### src/rtl/serializer_pkg.sv
// Shared types and helpers for the multilane serializer.
// Latency: n/a (package only).
// Backpressure: n/a (package only).
package serializer_pkg;

   // Control FSM states: IDLE waits for a word, SHIFT streams it, GAP pads between words.
   typedef enum logic [1:0] {
      IDLE  = 2'd0,
      SHIFT = 2'd1,
      GAP   = 2'd2
   } state_t;

   // Counter width that never collapses to zero bits for tiny ranges.
   function automatic int clog2_safe(input int n);
      return (n <= 2) ? 1 : $clog2(n);
   endfunction

   // Widths for the legacy configuration (24-bit words, no gap). Instances with other
   // parameters derive their own widths from clog2_safe.
   localparam int CNT_W = clog2_safe(24);
   localparam int GAP_W = clog2_safe(0);

endpackage

### src/rtl/multilane_serializer_lane_shifter.sv
// One lane: DATA_W shift register that presents one registered bit per cycle.
// Latency: first bit on serial_out the cycle after load.
// Backpressure: none; the parent FSM decides when to load or shift.
//
// Ports: fast_clk_in/reset (async, active-high); load + load_data capture a word and
// present its first bit; shift presents the next bit; with neither, serial_out idles.
module lane_shifter
#(
   parameter int DATA_W     = 24,
   parameter bit MSB_FIRST  = 1'b1,
   parameter bit IDLE_LEVEL = 1'b0
)
(
   input  logic              fast_clk_in,
   input  logic              reset,
   input  logic              load,
   input  logic              shift,
   input  logic [DATA_W-1:0] load_data,
   output logic              serial_out
);

   logic [DATA_W-1:0] sr_q, sr_d;
   logic              bit_q, bit_d;

   // The bit on the pin is held in its own flop, so the shift register only keeps the
   // bits still to come; it moves toward the send end by one place per shift.
   always_comb begin
      sr_d  = sr_q;
      bit_d = IDLE_LEVEL;
      if (load) begin
         if (MSB_FIRST) begin
            bit_d = load_data[DATA_W-1];
            sr_d  = {load_data[DATA_W-2:0], 1'b0};
         end else begin
            bit_d = load_data[0];
            sr_d  = {1'b0, load_data[DATA_W-1:1]};
         end
      end else if (shift) begin
         if (MSB_FIRST) begin
            bit_d = sr_q[DATA_W-1];
            sr_d  = {sr_q[DATA_W-2:0], 1'b0};
         end else begin
            bit_d = sr_q[0];
            sr_d  = {1'b0, sr_q[DATA_W-1:1]};
         end
      end
   end

   always_ff @(posedge fast_clk_in or posedge reset) begin
      if (reset) begin
         sr_q  <= '0;
         bit_q <= IDLE_LEVEL;
      end else begin
         sr_q  <= sr_d;
         bit_q <= bit_d;
      end
   end

   assign serial_out = bit_q;

endmodule

### src/rtl/multilane_serializer.sv
// LANES parallel serializers in lockstep with word clock, frame, done and underrun flags.
// Latency: first bit one cycle after in_valid && in_ready; DATA_W cycles per word.
// Backpressure: in_ready only in IDLE, on the last bit (no gap) or in the final gap cycle.
//
// Ports: fast_clk_in/reset (async, active-high); in_data/in_valid/in_ready word input,
// lane k at [k*DATA_W +: DATA_W]; serial_out one registered bit per lane; frame_out on
// the first bit, slow_clk_out over the first half, done on the last bit, underrun the
// cycle after a word ends with nothing to follow, busy while in SHIFT or GAP.
module multilane_serializer
   import serializer_pkg::*;
#(
   parameter int DATA_W     = 24,
   parameter int LANES      = 1,
   parameter bit MSB_FIRST  = 1'b1,
   parameter int GAP_CYCLES = 0,
   parameter bit IDLE_LEVEL = 1'b0
)
(
   input  logic                    fast_clk_in,
   input  logic                    reset,
   input  logic [LANES*DATA_W-1:0] in_data,
   input  logic                    in_valid,
   output logic                    in_ready,
   output logic [LANES-1:0]        serial_out,
   output logic                    frame_out,
   output logic                    slow_clk_out,
   output logic                    done,
   output logic                    underrun,
   output logic                    busy
);

   localparam int BCNT_W  = clog2_safe(DATA_W);
   localparam int GCNT_W  = clog2_safe(GAP_CYCLES);
   localparam bit HAS_GAP = (GAP_CYCLES > 0);
   localparam logic [BCNT_W-1:0] LAST_BIT = BCNT_W'(DATA_W - 1);
   localparam logic [BCNT_W-1:0] HALF_BIT = BCNT_W'(DATA_W / 2);
   localparam logic [GCNT_W-1:0] LAST_GAP = GCNT_W'((GAP_CYCLES > 0) ? GAP_CYCLES - 1 : 0);

   state_t              state_q, state_d;
   logic [BCNT_W-1:0]   bit_cnt_q, bit_cnt_d;
   logic [GCNT_W-1:0]   gap_cnt_q, gap_cnt_d;
   logic                frame_q, frame_d;
   logic                slow_q, slow_d;
   logic                done_q, done_d;
   logic                underrun_q, underrun_d;
   logic                busy_q, busy_d;
   logic                last_bit;
   logic                accept;
   logic                shift;

   // Ready depends only on registered state, never on in_valid.
   always_comb begin
      last_bit = (bit_cnt_q == LAST_BIT);
      in_ready = 1'b0;
      case (state_q)
         IDLE:    in_ready = 1'b1;
         SHIFT:   in_ready = !HAS_GAP && last_bit;
         GAP:     in_ready = (gap_cnt_q == LAST_GAP);
         default: in_ready = 1'b0;
      endcase
      accept = in_valid && in_ready;
   end

   always_comb begin
      state_d    = state_q;
      bit_cnt_d  = bit_cnt_q;
      gap_cnt_d  = gap_cnt_q;
      underrun_d = 1'b0;
      shift      = 1'b0;
      case (state_q)
         IDLE: begin
            if (accept) begin
               state_d   = SHIFT;
               bit_cnt_d = '0;
            end
         end
         SHIFT: begin
            if (!last_bit) begin
               bit_cnt_d = bit_cnt_q + 1'b1;
               shift     = 1'b1;
            end else if (HAS_GAP) begin
               state_d   = GAP;
               gap_cnt_d = '0;
            end else if (accept) begin
               // Back-to-back: the new word loads straight over the last bit.
               bit_cnt_d = '0;
            end else begin
               state_d    = IDLE;
               underrun_d = 1'b1;
            end
         end
         GAP: begin
            if (gap_cnt_q == LAST_GAP) begin
               if (accept) begin
                  state_d   = SHIFT;
                  bit_cnt_d = '0;
               end else begin
                  state_d    = IDLE;
                  underrun_d = 1'b1;
               end
            end else begin
               gap_cnt_d = gap_cnt_q + 1'b1;
            end
         end
         default: state_d = IDLE;
      endcase

      // Flags are computed from the next state so they line up with the bit the
      // lanes present after the same edge.
      frame_d = accept;
      slow_d  = (state_d == SHIFT) && (bit_cnt_d < HALF_BIT);
      done_d  = (state_d == SHIFT) && (bit_cnt_d == LAST_BIT);
      busy_d  = (state_d != IDLE);
   end

   always_ff @(posedge fast_clk_in or posedge reset) begin
      if (reset) begin
         state_q    <= IDLE;
         bit_cnt_q  <= '0;
         gap_cnt_q  <= '0;
         frame_q    <= 1'b0;
         slow_q     <= 1'b0;
         done_q     <= 1'b0;
         underrun_q <= 1'b0;
         busy_q     <= 1'b0;
      end else begin
         state_q    <= state_d;
         bit_cnt_q  <= bit_cnt_d;
         gap_cnt_q  <= gap_cnt_d;
         frame_q    <= frame_d;
         slow_q     <= slow_d;
         done_q     <= done_d;
         underrun_q <= underrun_d;
         busy_q     <= busy_d;
      end
   end

   for (genvar k = 0; k < LANES; k++) begin : gen_lane
      lane_shifter #(
         .DATA_W     (DATA_W),
         .MSB_FIRST  (MSB_FIRST),
         .IDLE_LEVEL (IDLE_LEVEL)
      ) u_lane (
         .fast_clk_in (fast_clk_in),
         .reset       (reset),
         .load        (accept),
         .shift       (shift),
         .load_data   (in_data[k*DATA_W +: DATA_W]),
         .serial_out  (serial_out[k])
      );
   end

   assign frame_out    = frame_q;
   assign slow_clk_out = slow_q;
   assign done         = done_q;
   assign underrun     = underrun_q;
   assign busy         = busy_q;

endmodule

### config.mk
export PLATFORM = sky130hd
export DESIGN_NAME = multilane_serializer
export DESIGN_NICKNAME = d
export VERILOG_FILES = /design/src/rtl/serializer_pkg.sv /design/src/rtl/multilane_serializer_lane_shifter.sv /design/src/rtl/multilane_serializer.sv
export SDC_FILE = /design/constraint.sdc
export NUM_CORES = 1
export LEC_CHECK = 0
export ABC_AREA = 1
export CORE_AREA = 2 2 68 70
export DETAILED_ROUTE_END_ITERATION = 8
export DIE_AREA = 0 0 70 72
export PLACE_DENSITY_LB_ADDON = 0.2
export SKIP_CTS_REPAIR_TIMING = 1
export SYNTH_ARGS = -nofsm -noshare
export SYNTH_HDL_FRONTEND = slang
export SYNTH_SLANG_ARGS = --single-unit
### constraint.sdc
create_clock -name fast_clk_in -period 3.1 [get_ports fast_clk_in]
set_input_delay 0.775 -clock fast_clk_in [delete_from_list [all_inputs] [get_ports fast_clk_in]]
set_output_delay 0.775 -clock fast_clk_in [all_outputs]
set_load 0.1 [all_outputs]
# Word level (Yosys, flattened, before mapping)
# Index checks and enable logic that the tools add are counted.
# classes
eq_ne,5
n_reduce_logical,6
n_lt_le_gt_ge,1
n_mux,22
bitwise_logic,1
n_addsub,2
# ops
op,n
2-to-1 mux 24 bit,2
2-to-1 mux 5 bit,3
case mux 5 bit (3 select lines),1
== test 5 bit (second input constant),2
2-to-1 mux 1 bit,9
2-to-1 mux 2 bit,4
case mux 2 bit (3 select lines),1
adder 5 x 1 -> 5 bit (second input constant),1
< comparator 5 x 4 -> 1 bit (second input constant),1
== test 2 x 1 -> 1 bit (second input constant),2
nonzero test 2 bit,2
logical AND 1 bit,3
case mux 1 bit (3 select lines),1
== test 2 bit (second input constant),1
logical NOT 2 bit,1
case mux 1 bit (2 select lines),1
adder 1 bit (second input constant),1
NOT 1 bit,1
# word_totals
reg_bits,38
out_inout_bits,7
input_bits,27
word_cells,47

# Depth between registers and ports, before layout
# depth
depth_word,8
depth_mapped,13
ltp_nobuf,13

# Modules after synthesis
# From an unflattened synthesis, not the netlist that was laid out.
# hier_totals
hier_cells,238
area_unflattened_um2,1929.4
# by_module_without_submodules
module,instances,seq_area_each_um2,area_each_um2,cells_each
lane_shifter,1,600.6,1131.1,130
multilane_serializer,1,300.3,798.3,108

# Worst setup path after synthesis
# No wires, ideal clock.
# synth_path
kind,flip-flop to output port
start,register state_q[1]
end,output in_ready
t_required_ps,2325
arrival_time_ps,2368
slack_ps,-43
path_buffers,1
stages_incl_launch_ff,6
cell_sequence,dfrtp_1 -> inv_1 -> ha_1 -> buf_2 -> nand3_2 -> a21oi_1
# synth_via
elab_chain_cells,2
elab_cells_between_ends,4
classes_between,2 x eq/ne; 1 x mux; 1 x reduce/logical
# synth_lines
item,line,rtl
"start, declared",multilane_serializer.sv:39,"state_t state_q, state_d;"
"start signal, assigned",multilane_serializer.sv:127,state_q <= state_d;
== test 2 bit (tied with other cells),multilane_serializer.sv:55,case (state_q)
case mux 1 bit (3 select lines) (*),multilane_serializer.sv:55,
"end, declared",multilane_serializer.sv:23,"output logic in_ready,"
# Every way passes the cells marked *; elsewhere a longest branch is shown, timed or not.

# Worst setup path after layout
# Ends and elaborated chain as after synthesis.

==> impl_summary.log <==
[metrics] crit-path max cell delay: 0.40 ns
[metrics] instance count along the most critical hold path: 2
[metrics] dominant cells by area after synthesis: sky130_fd_sc_hd__dfrtp_1 (46%), sky130_fd_sc_hd__nand2_1 (14%), sky130_fd_sc_hd__nand3_1 (7.2%)
[metrics] area of the core: 4260 µm²
[metrics] share of cell area taken by muxes after synthesis: 0.00512
[metrics] total die area: 5040 µm²
[metrics] CTS max path bufs: 2
[metrics] final critical-path required period: 2.52 ns
[metrics] number of global-route vias before repair: 1520
[metrics] part of the total power dissipated in combinational logic: 0.492
[metrics] Die Ht: 72 µm
[metrics] initial core utilization: 0.458
[metrics] pin slew with the least headroom to its limit: 0.474 ns
[metrics] crit path max fanout: 7
[metrics] synthesized area: 1950 µm²
[metrics] H-tree level count: 2
[metrics] layout cells sized above 1: 0.109
[metrics] via-per-instance ratio: 4.83
[metrics] clock tree sinks: 36
[metrics] area share of the leading cell type in the synthesized netlist: 0.461
[metrics] Crit path depth: 5
[metrics] average footprint of a synthesized cell: 7.69 µm²
[metrics] detailed-route wire length: 3760 µm
[metrics] drc violations: 0
[metrics] clock latency on the worst-skew pair: 0.28 ns
[metrics] Port Buf Inserts: 33
[metrics] number of unique standard cell types used by synthesis: 29
[metrics] worst slew slack as a fraction of its limit: 0.683
[metrics] post-synthesis instance total: 254
[metrics] number of cell instances on the worst register-to-register path: 12
[metrics] Required @ worst endpoint: 2.32 ns
[metrics] worst IR drop on VDD: a little over 0.0004 V
[metrics] flops & latches, synth: 36
[metrics] Num CTS Buffers: 5
[metrics] internal power contribution: ~1200 µW
[metrics] post-detailed-route count of antenna-violating nets: 0
[metrics] sequential share of power: 0.358
[metrics] Via Count: 1628
[metrics] post-synthesis share of cell area spent on and, or, nand and nor gates: 0.302
[metrics] most frequent cells in the layout: sky130_fd_sc_hd__nand2_1 (73), sky130_fd_sc_hd__inv_1 (36), sky130_fd_sc_hd__dfrtp_1 (36)
[metrics] category of cells accounting for the largest share of critical-path delay: buffers and inverters
[metrics] post-synth top area cell: sky130_fd_sc_hd__dfrtp_1
[metrics] Tightest Hold Check Type: register to register
[metrics] Layout Skew: 0.00403 ns
[metrics] Psw: 1010 µW
[metrics] outcome: finished, final reports clean
[metrics] proportion of synthesized chip area in sequential cells: 0.461
[metrics] Hold Violations, Final: 0
[metrics] clock tree from TritonCTS: done
[metrics] chain of cells forming the critical path: inv_1, ha_1, nand3_2, a21oi_2, buf_4
[metrics] number of primary I/O pins: 34
[metrics] unrepaired setup endpoints after global routing: no
[metrics] Total Negative Setup Slacks: 0 ns
[metrics] signal arrival time at the worst endpoint: ~1.7 ns
[metrics] total setup violations reported at the end of the flow: 0
[metrics] global-route wire length before repair: 6690 µm
[metrics] drt first pass iters: 4
[metrics] remaining global-route overflow: 0
[metrics] startpoint-to-endpoint class of the critical path: register to primary output
[metrics] largest net degree at the start of global routing: 47
[metrics] Nets: 316
[metrics] Syn Nets: around 290
[metrics] standard cell area after detailed placement: between 2000 and 2500 µm²
[metrics] Die Width: 70 µm
[metrics] area share of xor/xnor cells in the synthesized design: 0
[metrics] DRC violation total after the first TritonRoute iteration: 121
[metrics] placed wire-length estimate: approximately 2500 µm
[metrics] max-slew violations: 0
[metrics] clk slew on worst S/H paths: 0.07 ns
[metrics] post-route standard cell area excluding fillers: 2360 µm²
[metrics] dominant combinational cell family by area after synthesis: simple AND/OR/NAND/NOR gates
[metrics] most common cell after layout, fill and taps aside: sky130_fd_sc_hd__nand2_1
[metrics] fraction of the cycle the final worst path needs: 0.812
[metrics] relative area change from synthesis to final layout: 20.6%
[metrics] max-cap violation count: 0
[metrics] final weighted congestion of routability-driven global placement: approximately 0.8
[metrics] global-route usage over all layers: 0.166
[metrics] kind of end point of the critical path: primary output
[metrics] cell at the root of the clock tree: sky130_fd_sc_hd__clkbuf_8
[metrics] kind of start point of the critical path: register
[metrics] Crit path buffers/inverters: 2
[metrics] Diodes inserted: 0
[metrics] average wire length per cell after detail routing: ~11 µm
[metrics] Max Freq: 397 MHz
[metrics] Synth Area in Compound Gates: 0.0819
[metrics] Critical-path top delay cell: sky130_fd_sc_hd__dfrtp_1
[metrics] initial antenna violation count: 0
[metrics] Row Count: 24
[metrics] net switching fraction of the power: 0.454
[metrics] number of synthesis warnings: 0
[metrics] static leakage: 0.00122 µW
[metrics] synthesized-area fraction occupied by adder cells: 0.0320
[metrics] relative contribution of the clock network to total power: 0.150
[metrics] P per Cell Area: 941 nW/µm²
==> registers in the layout (all words and copies together), names as in the netlist <==
name	flops
bit_cnt_q	5
busy	1
done	1
frame_out	1
gen_lane.u_lane.serial_out	1
gen_lane.u_lane.sr_q	23
slow_clk_out	1
state_q	2
underrun	1
==> metrics by stage <==
step	util	cells	setup slack, ns	hold WS, ns	power (µW)
2_1_floorplan	-	254	0.519	0.469	1700
5_1_grt	0.553	337	0.466	0.545	2440
4_1_cts	0.553	337	0.574	0.507	2250
3_3_place_gp	0.532	329	0.727	0.485	1880
3_5_place_dp	0.532	329	0.688	0.490	1900
6_report	0.553	337	0.583	0.501	2220
==> tightest hold or removal path, stage by stage (launching register included) <==
cell and delay, ns:
sky130_fd_sc_hd__dfrtp_1 0.34, sky130_fd_sc_hd__nand3_1 0.08, sky130_fd_sc_hd__nand2_1 0.05
==> kinds of logic after synthesis <==
group           count (synthesis)
fa+ha+maj                       5
mux                             1
buf+inv                        51
compound gates                 29
flops                          36
simple gates                  132
==> final timing paths <==
kind                                            start                          to  slack, ns
max                                        state_q[1]                    in_ready       0.58
min                        gen_lane[0].u_lane.sr_q[1]  gen_lane[0].u_lane.sr_q[1]       0.50
max reg2reg                              bit_cnt_q[0]                slow_clk_out       0.83
min reg2reg                gen_lane[0].u_lane.sr_q[1]  gen_lane[0].u_lane.sr_q[1]       0.50
max in group asynchronous                       reset  gen_lane[0].u_lane.sr_q[9]       1.88
min in group asynchronous                       reset  gen_lane[0].u_lane.sr_q[6]       0.90
==> power by group through the flow <==
stage	Combinational [µW]	Sequential, µW	Clock [µW]
floorplan	767	934	0
global placement	1080	797	0
detailed placement	1100	801	0
CTS	1100	793	350
global route	1240	821	375
finish	1090	794	333
==> layer usage <==
| metal | up-vias | track usage | wire, µm |
|---|---|---|---|
| li1 | 848 | - | - |
| met1 | 741 | 0.217 | 1800 |
| met2 | 37 | 0.270 | 1730 |
| met3 | 2 | 0.0403 | 212 |
| met4 | 0 | 0.0641 | 17 |
| met5 | - | 0 | 0 |
==> synthesized netlist by cell type (all sizes together) <==
master  number
dfrtp       36
or2          1
buf          8
clkbuf       4
o31ai        1
a31oi        1
nand3       31
o21bai       1
a21oi        3
nand2       78
nand3b       1
mux2i        1
nand4        3
ha           5
nor2        18
o21ai       21
inv         39
o211ai       2
==> area by class of cell <==
class | count | area (µm²)
inverters | 39 | 146
repair buffers | 35 | 328
clock buffers | 8 | 90.1
flip-flops and latches | 36 | 901
fillers | 421 | 1910
multi-input cells | 167 | 827
well taps | 52 | 65.1
Note: power is estimated with default switching activity, not from simulation.
